**src/rtl/alu_pkg.sv**
```systemverilog
// alu_pkg: shared encodings and field layouts for the ALU issue stage.
// Holds opsel/op encodings, the instruction field layout and the pipeline tag.
package alu_pkg;
    localparam int DATA_W   = 32;
    localparam int NUM_REGS = 8;
    localparam int RADDR_W  = 3;

    typedef enum logic [2:0] {
        SHIFT_REG   = 3'b000,
        ARITH_LOGIC = 3'b001,
        MEM_WRITE   = 3'b100,
        MEM_READ    = 3'b101
    } opsel_e;

    typedef enum logic [2:0] {
        ADD  = 3'b000,
        HADD = 3'b001,
        SUB  = 3'b010,
        NOT  = 3'b011,
        AND  = 3'b100,
        OR   = 3'b101,
        XOR  = 3'b110,
        LHG  = 3'b111
    } arith_op_e;

    typedef enum logic [2:0] {
        LOADBYTE   = 3'b000,
        LOADHALF   = 3'b001,
        LOADWORD   = 3'b011,
        LOADBYTEU  = 3'b100,
        LOADHALFU  = 3'b101
    } load_op_e;

    typedef struct packed {
        logic [15:0] imm;
        logic [2:0]  rs2;
        logic [2:0]  rs1;
        logic [2:0]  rd;
        logic        imm_sel;
        logic [2:0]  opsel;
        logic [2:0]  op;
    } instr_t;

    // Pipeline tag: what an in-flight instruction will do at writeback.
    typedef struct packed {
        logic       valid;
        logic       wr;
        logic [2:0] rd;
        logic       is_arith;
    } tag_t;
endpackage

```
**src/rtl/alu_regfile.sv**
```systemverilog
// alu_regfile: NUM_REGS x DATA_W register file, 2 async reads, 1 sync write.
// Ports: clock, reset (async active-low clear), we/waddr/wdata write port,
//        raddr1/raddr2 -> rdata1/rdata2 combinational read ports.
// Writes to r0 are dropped so r0 always reads 0.
module alu_regfile #(
    parameter int DATA_W   = 32,
    parameter int NUM_REGS = 8,
    parameter int RADDR_W  = 3
) (
    input  logic               clock,
    input  logic               reset,
    input  logic               we,
    input  logic [RADDR_W-1:0] waddr,
    input  logic [DATA_W-1:0]  wdata,
    input  logic [RADDR_W-1:0] raddr1,
    input  logic [RADDR_W-1:0] raddr2,
    output logic [DATA_W-1:0]  rdata1,
    output logic [DATA_W-1:0]  rdata2
);
    logic [DATA_W-1:0] mem [NUM_REGS];

    always_ff @(posedge clock or negedge reset)
        if (!reset)
            for (int i = 0; i < NUM_REGS; i++) mem[i] <= '0;
        else if (we && waddr != '0)
            mem[waddr] <= wdata;

    assign rdata1 = mem[raddr1];
    assign rdata2 = mem[raddr2];
endmodule

```
**src/rtl/alu_issue_stage.sv**
```systemverilog
// alu_issue_stage: operand fetch/issue into arith_alu with writeback folded in.
// Ports: clock, reset (async active-low); instr_valid/instr/instr_ready upstream
//        handshake; mem_rdata load data; aluout_arith/carry from the ALU;
//        aluin1/aluin2/alu_opselect/alu_operation/enable to the ALU;
//        carry_flag last committed arithmetic carry; retire writeback pulse.
module alu_issue_stage
    import alu_pkg::*;
#(
    parameter int DATA_W   = 32,
    parameter int NUM_REGS = 8,
    parameter int RADDR_W  = 3
) (
    input  logic              clock,
    input  logic              reset,
    input  logic              instr_valid,
    input  logic [31:0]       instr,
    output logic              instr_ready,
    input  logic [DATA_W-1:0] mem_rdata,
    input  logic [DATA_W-1:0] aluout_arith,
    input  logic              carry,
    output logic [DATA_W-1:0] aluin1,
    output logic [DATA_W-1:0] aluin2,
    output logic [2:0]        alu_opselect,
    output logic [2:0]        alu_operation,
    output logic              enable,
    output logic              carry_flag,
    output logic              retire
);
    instr_t            ins;
    tag_t              s1, s2;
    logic [DATA_W-1:0] rf1, rf2, op1, op2, imm_ext;
    logic              is_load, is_arith, wr, dep, issue;

    assign ins      = instr;
    assign is_load  = ins.opsel == MEM_READ;
    assign is_arith = ins.opsel == ARITH_LOGIC;
    assign wr       = (is_load || is_arith) && ins.rd != '0;
    assign imm_ext  = {{(DATA_W-16){ins.imm[15]}}, ins.imm};

    // s1's result is still inside the ALU, so a reader must wait one cycle;
    // loads and immediate forms never look at rs2.
    assign dep = s1.valid && s1.wr && s1.rd != '0 &&
                 (s1.rd == ins.rs1 || (s1.rd == ins.rs2 && !ins.imm_sel && !is_load));
    assign instr_ready = !(instr_valid && dep);
    assign issue       = instr_valid && instr_ready;

    // s2's result sits on aluout_arith and is newer than the regfile copy.
    assign op1 = ins.rs1 == '0 ? '0 :
                 (s2.valid && s2.wr && s2.rd == ins.rs1) ? aluout_arith : rf1;
    assign op2 = is_load ? mem_rdata :
                 ins.imm_sel ? imm_ext :
                 ins.rs2 == '0 ? '0 :
                 (s2.valid && s2.wr && s2.rd == ins.rs2) ? aluout_arith : rf2;

    alu_regfile #(.DATA_W(DATA_W), .NUM_REGS(NUM_REGS), .RADDR_W(RADDR_W)) u_regfile (
        .clock  (clock),
        .reset  (reset),
        .we     (s2.valid && s2.wr),
        .waddr  (s2.rd),
        .wdata  (aluout_arith),
        .raddr1 (ins.rs1),
        .raddr2 (ins.rs2),
        .rdata1 (rf1),
        .rdata2 (rf2)
    );

    always_ff @(posedge clock or negedge reset)
        if (!reset) begin
            aluin1        <= '0;
            aluin2        <= '0;
            alu_opselect  <= '0;
            alu_operation <= '0;
            enable        <= 1'b0;
            carry_flag    <= 1'b0;
            retire        <= 1'b0;
            s1            <= '0;
            s2            <= '0;
        end else begin
            enable <= issue;
            if (issue) begin
                aluin1        <= op1;
                aluin2        <= op2;
                alu_opselect  <= ins.opsel;
                alu_operation <= ins.op;
            end
            s1     <= issue ? tag_t'{1'b1, wr, ins.rd, is_arith} : '0;
            s2     <= s1;
            retire <= s2.valid;
            if (s2.valid && s2.is_arith) carry_flag <= carry;
        end
endmodule

```
**config.mk**
```make
export PLATFORM = sky130hd
export DESIGN_NAME = alu_issue_stage
export DESIGN_NICKNAME = d
export VERILOG_FILES = /design/src/rtl/alu_pkg.sv /design/src/rtl/alu_regfile.sv /design/src/rtl/alu_issue_stage.sv
export SDC_FILE = /design/constraint.sdc
export NUM_CORES = 1
export LEC_CHECK = 0
export CAP_MARGIN = 10
export CORE_MARGIN = 8
export CORE_UTILIZATION = 55
export DETAILED_ROUTE_END_ITERATION = 10
export PLACE_DENSITY = 0.78
export SLEW_MARGIN = 5
export SYNTH_ARGS = -nofsm -noshare
export SYNTH_HDL_FRONTEND = slang
export SYNTH_SLANG_ARGS = --single-unit
```
**constraint.sdc**
```tcl
create_clock -name clock -period 2.6 [get_ports clock]
set_input_delay 0.26 -clock clock [delete_from_list [all_inputs] [get_ports clock]]
set_output_delay 0.26 -clock clock [all_outputs]
set_load 0.05 [all_outputs]
```
==> summary.md, run 1 <==
| Metric | Value |
|---|---|
| Crit. End Element | flop |
| Antenna viol nets, final | 0 |
| Rel. slew slack | 39.6% |
| CTS Buf Count | 34 |
| DP HPWL | 31300 µm |
| Simple-Gate Fraction of Synth Area | 4.49% |
| Residual DRC count | 0 |
| GR Overflow Total | 0 |
| Met1 Use GR | 38.1% |
| Share of cells above drive strength 1 | 32.4% |
| Synth-to-Final Area Change | 21.8% |
| Top post-synthesis cells by area | dfrtp_1 (48%), mux2_2 (25%), o221ai_1 (2.5%) |
| Layout Skew | 0.0215 ns |
| Vias per Instance | 6.84 |
| XOR/XNOR Fraction of Synth Area | 0.649% |
| Slew @ Worst Pin | 0.907 ns |
| Commonest cells post-synth | mux2_2 (354), dfrtp_1 (308), clkbuf_1 (79), nand2_1 (53), o22ai_1 (49) |
| Setup TNS Final | 0 ns |
| CTS root buffer | clkbuf_16 |
| Initial Util | 55.3% |
| Vias | 13213 |
| Max Slew Vio Count | 0 |
| Mux share of post-synthesis cell area | 26.9% |
| Row count | 63 |
| Count of cell types in the netlist | 46 |
| Crit path launch type | flop |
| Latest clock arrival within the worst-skew pair | 0.52 ns |
| Core area | 29300 µm² |
| Clock Sinks | 308 |
| Area share of the largest cell type after synthesis | 47.6% |
| Final Cell Area | 19700 µm² |
| CP max-delay cell | or4_2 |
| Vias in the first global route | 13772 |
| CP max FO | 46 |
| Worst hold path type | primary input to async pin |
| CTS Buffer Depth | 3 |
| Final Core Density | 67.3% |
| Dpl ws | 0.125 ns |
| Worst path arrival time | 2.78 ns |
| Die W | 188 µm |
| GR met2 Demand/Resource | 44.3% |
| First drt pass iteration count | 5 |
| Fin. Hold Viols | 0 |
| Post-synth top area cell | dfrtp_1 |
| Ys async rst share | 100% |
| Syn_nets | 1472 |
| Largest family of logic cells by synthesized area | multiplexers |
| Grt met3 use | 5.98% |
| Synth Area in Compound Gates | 16.9% |
| WHS | 0.332 ns |
| Yosys reg bits | 308 |
| Clock Pin Slew Worst Setup and Hold Paths | 0.06 ns |
| Pwr dens | 665 nW/µm² |
| RSZ-0062 raised after global routing | no |
| Detailed Route Iter0 Violations | 1441 |
| Post-Syn Area | 16200 µm² |
| DIE HEIGHT | 188 µm |
| Peak VDD IR | 0.393 mV |
| Cell Area, Placed | 18700 µm² |
| Worst Path Required | 2.99 ns |
| Final Setup Violations | 0 |
| Initial antenna violation count | 1 |
| H-Tree Level Count | 2 |
| Post-synth EDFFs | 0 |
| Delay of the slowest critical-path stage | 0.76 ns |
| First-pass GRT wire length | 80300 µm |
| Main synth FF type | dfrtp_1 |
| Register area share after synthesis | 47.6% |
| Routed length per instance | 26.5 µm |
| Ys Warns | 0 |
| Adder-Cell Fraction of Synth Area | 0% |
| Crit path cell chain | nand2_1 > or4_2 > buf_12 > a21oi_1 > a311oi_1 > mux2_2 |
| # IOs | 174 |
| N_diodes | 0 |
| Final worst path period share | 92.2% |
| CTS tree | yes |
| Post-CTS Setup Inserts | 0 |
| Setup Crit Path Kind | flop to flop |
| Layer with the highest usage | met2 |
| Setup ws final | 0.204 ns |
| Syn Area/Cell | 11.8 µm² |
| Die Footprint | 35200 µm² |
| Global placer's final weighted congestion | 0.863 |
| Min Tclk post-route | 2.40 ns |
| Final net count | 1623 |
| Synth Instances | 1372 |
| Post-Route WL | 51200 µm |
| MaxCap Viol Count | 0 |
| Outcome | completed |
| Fmax | 417 MHz |
| Buffers on Ports | 173 |
| Largest net degree at the start of global routing | 72 |
| Lkg Pwr | 0.00878 µW |
| GRT Overall Usage | 28.5% |
| Most frequent cell after synthesis | mux2_2 |
flip-flops by register name, indices dropped and copies added (netlist names), 3 cells and up:
signal         cells
s1                 5
aluin2            32
aluin1            32
alu_opselect       3
alu_operation      3
s2                 6
u_regfile.mem    224
logic make-up after synthesis:
| logic type | after synthesis |
|---|---|
| mux | 391 |
| compound gates | 373 |
| flops | 308 |
| simple gates | 153 |
| buf+inv | 135 |
| xor+xnor | 12 |
cell type report:
class,instances,area [µm²]
Fill cell,2178,9580
Clock buffer,47,971
Clock inverter,9,80.1
Sequential cell,308,7710
Tap cell,390,488
Multi-Input combinational cell,929,8030
Inverter,3,11.3
Timing Repair Buffer,247,2450
per-stage QoR:
| stage | cells | power (µW) |
|---|---|---|
| 2_1_floorplan | 1372 | 7380 |
| 3_3_place_gp | 1876 | 8450 |
| 3_5_place_dp | 1876 | 8530 |
| 4_1_cts | 1933 | 13100 |
| 5_1_grt | 1933 | 13600 |
| 6_report | 1933 | 13100 |
final timing paths:
path,start,to,slack (ns),cells past startpoint
setup / recovery,s2[5]$_DFF_PN0_,aluin1[13]$_DFFE_PN0P_,0.20,6
hold / removal,reset,u_regfile.mem[164]$_DFFE_PN0P_,0.33,2
setup reg to reg,s2[5]$_DFF_PN0_,aluin1[13]$_DFFE_PN0P_,0.20,6
hold reg to reg,s1[0]$_DFF_PN0_,s2[0]$_DFF_PN0_,0.35,0
max in group asynchronous,reset,aluin2[21]$_DFFE_PN0P_,1.50,3
min in group clock,s1[0]$_DFF_PN0_,s2[0]$_DFF_PN0_,0.35,0
critical path, delay by kind of cell, from the launching register on:
kind,cells,cell delay (ns)
buffers and inverters,1,0.23
AND/OR/NAND/NOR,2,0.98
AO/OA/AOI/OAI,2,0.28
flip-flops,1,0.46
multiplexers,1,0.30
timing repair:
item / CTS / global route
endpoints found under the hold margin: 66 / 0
hold buffers: 1 / 0
resized for setup: 0 / 0
cell usage in the layout (no fill, tap or decap), types with 3 or more instances in the layout:
cell type | Yosys | routed
a2111oi_0 | 15 | 15
a211o_1 | 15 | 15
a21oi_1 | 48 | 48
a22oi_1 | 31 | 31
a2bb2oi_1 | 15 | 15
a311oi_1 | 31 | 31
a31oi_1 | 17 | 17
and2_1 | 4 | 4
buf_12 | 0 | 15
buf_2 | 35 | 4
buf_4 | 1 | 61
clkbuf_1 | 79 | 7
clkbuf_16 | 0 | 35
clkbuf_8 | 0 | 5
clkdlybuf4s50_1 | 0 | 165
clkinv_2 | 0 | 5
dfrtp_1 | 308 | 308
inv_1 | 3 | 3
mux2_1 | 4 | 4
mux2_2 | 354 | 354
mux2i_1 | 33 | 33
nand2_1 | 53 | 53
nand2b_1 | 21 | 20
nand3_1 | 17 | 17
nor2_1 | 37 | 34
nor2_4 | 0 | 3
nor3_2 | 0 | 3
o21a_1 | 17 | 17
o21ai_0 | 33 | 33
o221ai_1 | 47 | 47
o22a_1 | 32 | 32
o22ai_1 | 49 | 49
o32ai_1 | 18 | 18
xnor2_1 | 5 | 5
xor2_1 | 7 | 7
routing by layer:
layer	vias to the layer above	wire, µm
li1	5580	-
met1	6676	21000
met2	793	23700
met3	162	4530
met4	2	1970
met5	-	13
report_power, final:
group | leakage (µW) | internal (µW) | total, µW | switching (µW)
logic | 0.00422 | 1250 | 2820 | 1580
clock network | 0.000518 | 2710 | 4630 | 1930
registers | 0.00404 | 5290 | 5670 | 379
No activity file was read; power rests on OpenSTA's default activity.
==> inputs of run 2 (changes only) <==
--- a/config.mk
+++ b/config.mk
@@ -10,6 +10,7 @@
 export CORE_UTILIZATION = 55
 export DETAILED_ROUTE_END_ITERATION = 10
 export PLACE_DENSITY = 0.78
+export REMOVE_ABC_BUFFERS = 1
 export SLEW_MARGIN = 5
 export SYNTH_ARGS = -nofsm -noshare
 export SYNTH_HDL_FRONTEND = slang
==> run 2 against run 1 <==
  * Sequential cell count unchanged
  * Combinational power about the same
  * Count of clock-buffer cells in the layout down 1
  * Critical endpoint is now aluin2[4]$_DFFE_PN0P_
  * Highest routed layer unchanged
==> summary.md, run 2 (synthesized netlist as in run 1, its figures left out) <==
| Metric | Value |
|---|---|
| # fillers | 2160 |
| Comb pwr share | 21.4% |
| Peak VDD IR | 0.520 mV |
| Placed Cells | 1880 |
| Pint | 9260 µW |
| Max Slew Vio Count | 0 |
| DIE HEIGHT | 188 µm |
| GRT Overall Usage | 27.5% |
| CTS Buffer Depth | 3 |
| Final net count | 1627 |
| Fin. Hold Viols | 0 |
| Antenna viol nets, final | 0 |
| CTS root buffer | clkbuf_16 |
| Worst hold path type | primary input to async pin |
| Vias | 13067 |
| Rel. slew slack | 30.9% |
| Detailed Route Iter0 Violations | 1383 |
| Residual DRC count | 0 |
| Crit path launch type | flop |
| Largest register FFs | 224 |
| N_diodes | 0 |
| Clock Pin Slew Worst Setup and Hold Paths | 0.06 ns |
| Setup ws final | 0.175 ns |
| CTS tree | yes |
| DP HPWL | 31200 µm |
| Layout Skew | 0.0193 ns |
| Clock power frac | 35.5% |
| CTS Buf Count | 34 |
| Part of the power in registers | 43.0% |
| First drt pass iteration count | 5 |
| Clock Sinks | 308 |
| Vias in the first global route | 13625 |
| Share of cells above drive strength 1 | 32.8% |
| Dpl ws | -0.0161 ns |
| # IOs | 174 |
| Die Footprint | 35200 µm² |
| GR Overflow Total | 0 |
| RSZ-0062 raised after global routing | no |
| Vias per Instance | 6.73 |
| Most flops, register | u_regfile.mem |
| Buffers on Ports | 173 |
| Initial Util | 55.3% |
| Final worst path period share | 93.3% |
| Switch share | 29.5% |
| Pwr dens | 663 nW/µm² |
| Largest regs | u_regfile.mem: 224 flops, aluin1: 32 flops, aluin2: 32 flops |
| Slew @ Worst Pin | 1.04 ns |
| Crit. End Element | flop |
| MaxCap Viol Count | 0 |
| First-pass GRT wire length | 78100 µm |
| Worst path arrival time | 2.87 ns |
| Row count | 63 |
| Most common cell after layout, fill and taps aside | mux2_2 |
| Final instance count without filler cells | 1941 |
| Lkg Pwr | 0.00882 µW |
| Core area | 29300 µm² |
| Final Setup Violations | 0 |
| Power consumption | 13100 µW |
| Min Tclk post-route | 2.42 ns |
| H-Tree Level Count | 2 |
| Largest net degree at the start of global routing | 69 |
| Setup Crit Path Kind | flop to flop |
| Global placer's final weighted congestion | 0.870 |
| Worst r2r src | s2[1]$_DFF_PN0_ |
| Outcome | completed |
| Routed length per instance | 25.6 µm |
| Initial antenna violation count | 1 |
| Latest clock arrival within the worst-skew pair | 0.52 ns |
| Synth-to-Final Area Change | 22.3% |
| Worst Path Required | 3.05 ns |
| Crit. Startpoint | s2[1]$_DFF_PN0_ |
| Die W | 188 µm |
| Most frequent cells in the layout | mux2_2 (354), dfrtp_1 (308), clkdlybuf4s50_1 (165) |
| Post-cts resize count | 0 |
| Post-Route WL | 49700 µm |
| Fmax | 412 MHz |
| Switching power | 3880 µW |
| CP max FO | 15 |
[run 2: cell types whose count changed in the layout (fill, tap and decap cells not counted), sizes merged]
cell	delta
clkinvlp	+2
clkbuf	-1
clkinv	+4
inv	-1
buf	+4
[run 2: final cells by class]
type	count	area, µm²	area share [%]
multi-input cells	929	8030	40.5
clock inverters	14	106	0.537
flip-flops and latches	308	7710	38.9
clock buffers	46	967	4.88
inverters	3	11.3	0.0568
well taps	390	488	2.46
repair buffers	251	2510	12.7
[run 2: worst max-delay path, cell delays in order (launching register included)]
cell and delay [ns]:
dfrtp_1 0.39, buf_4 0.17, xnor2_1 0.19, nor4bb_4 0.44
and3_1 0.80, a211o_1 0.23, mux2_2 0.14
[run 2: metrics by stage]
stage	setup TNS [ns]	util (%)	hold WS [ns]	instance area, µm²
floorplan	-321.79	-	-0.0356	15700
global placement	0	63.9	0.257	18700
detailed placement	-0.0874	63.9	0.258	18700
CTS	0	67.6	0.326	19800
global route	0	67.6	0.357	19800
finish	0	67.6	0.317	19800
[run 2: repair_timing]
item	in CTS	in global routing
hold buffers	1	0
buffers inserted	0	0
hold endpoints to repair	62	0
[run 2: worst paths after layout]
kind                                             endpoint  cells after the start  slack (ns)
min in group clock                        s2[0]$_DFF_PN0_                      0        0.35
max in group asynchronous  u_regfile.mem[137]$_DFFE_PN0P_                      3        1.51
max                                 aluin2[4]$_DFFE_PN0P_                      6        0.18
min reg2reg                               s2[0]$_DFF_PN0_                      0        0.35
max reg2reg                         aluin2[4]$_DFFE_PN0P_                      6        0.18
min                        u_regfile.mem[208]$_DFFE_PN0P_                      2        0.32
[run 2: routing by layer]
layer / vias to the layer above / wire, µm / global-route usage [%]
met5: - / 12 / 0
met4: 2 / 1790 / 10.7
li1: 5582 / - / -
met2: 770 / 24000 / 45.3
met1: 6563 / 19400 / 35.2
met3: 150 / 4550 / 5.76
[run 2: power groups by stage]
stage / clock (µW) / sequential, µW / combinational (µW)
after floorplan: 0 / 6180 / 1100
after global placement: 0 / 5700 / 2750
after detailed placement: 0 / 5730 / 2800
after CTS: 4730 / 5640 / 2820
after global routing: 4930 / 5720 / 2980
final: 4670 / 5660 / 2820
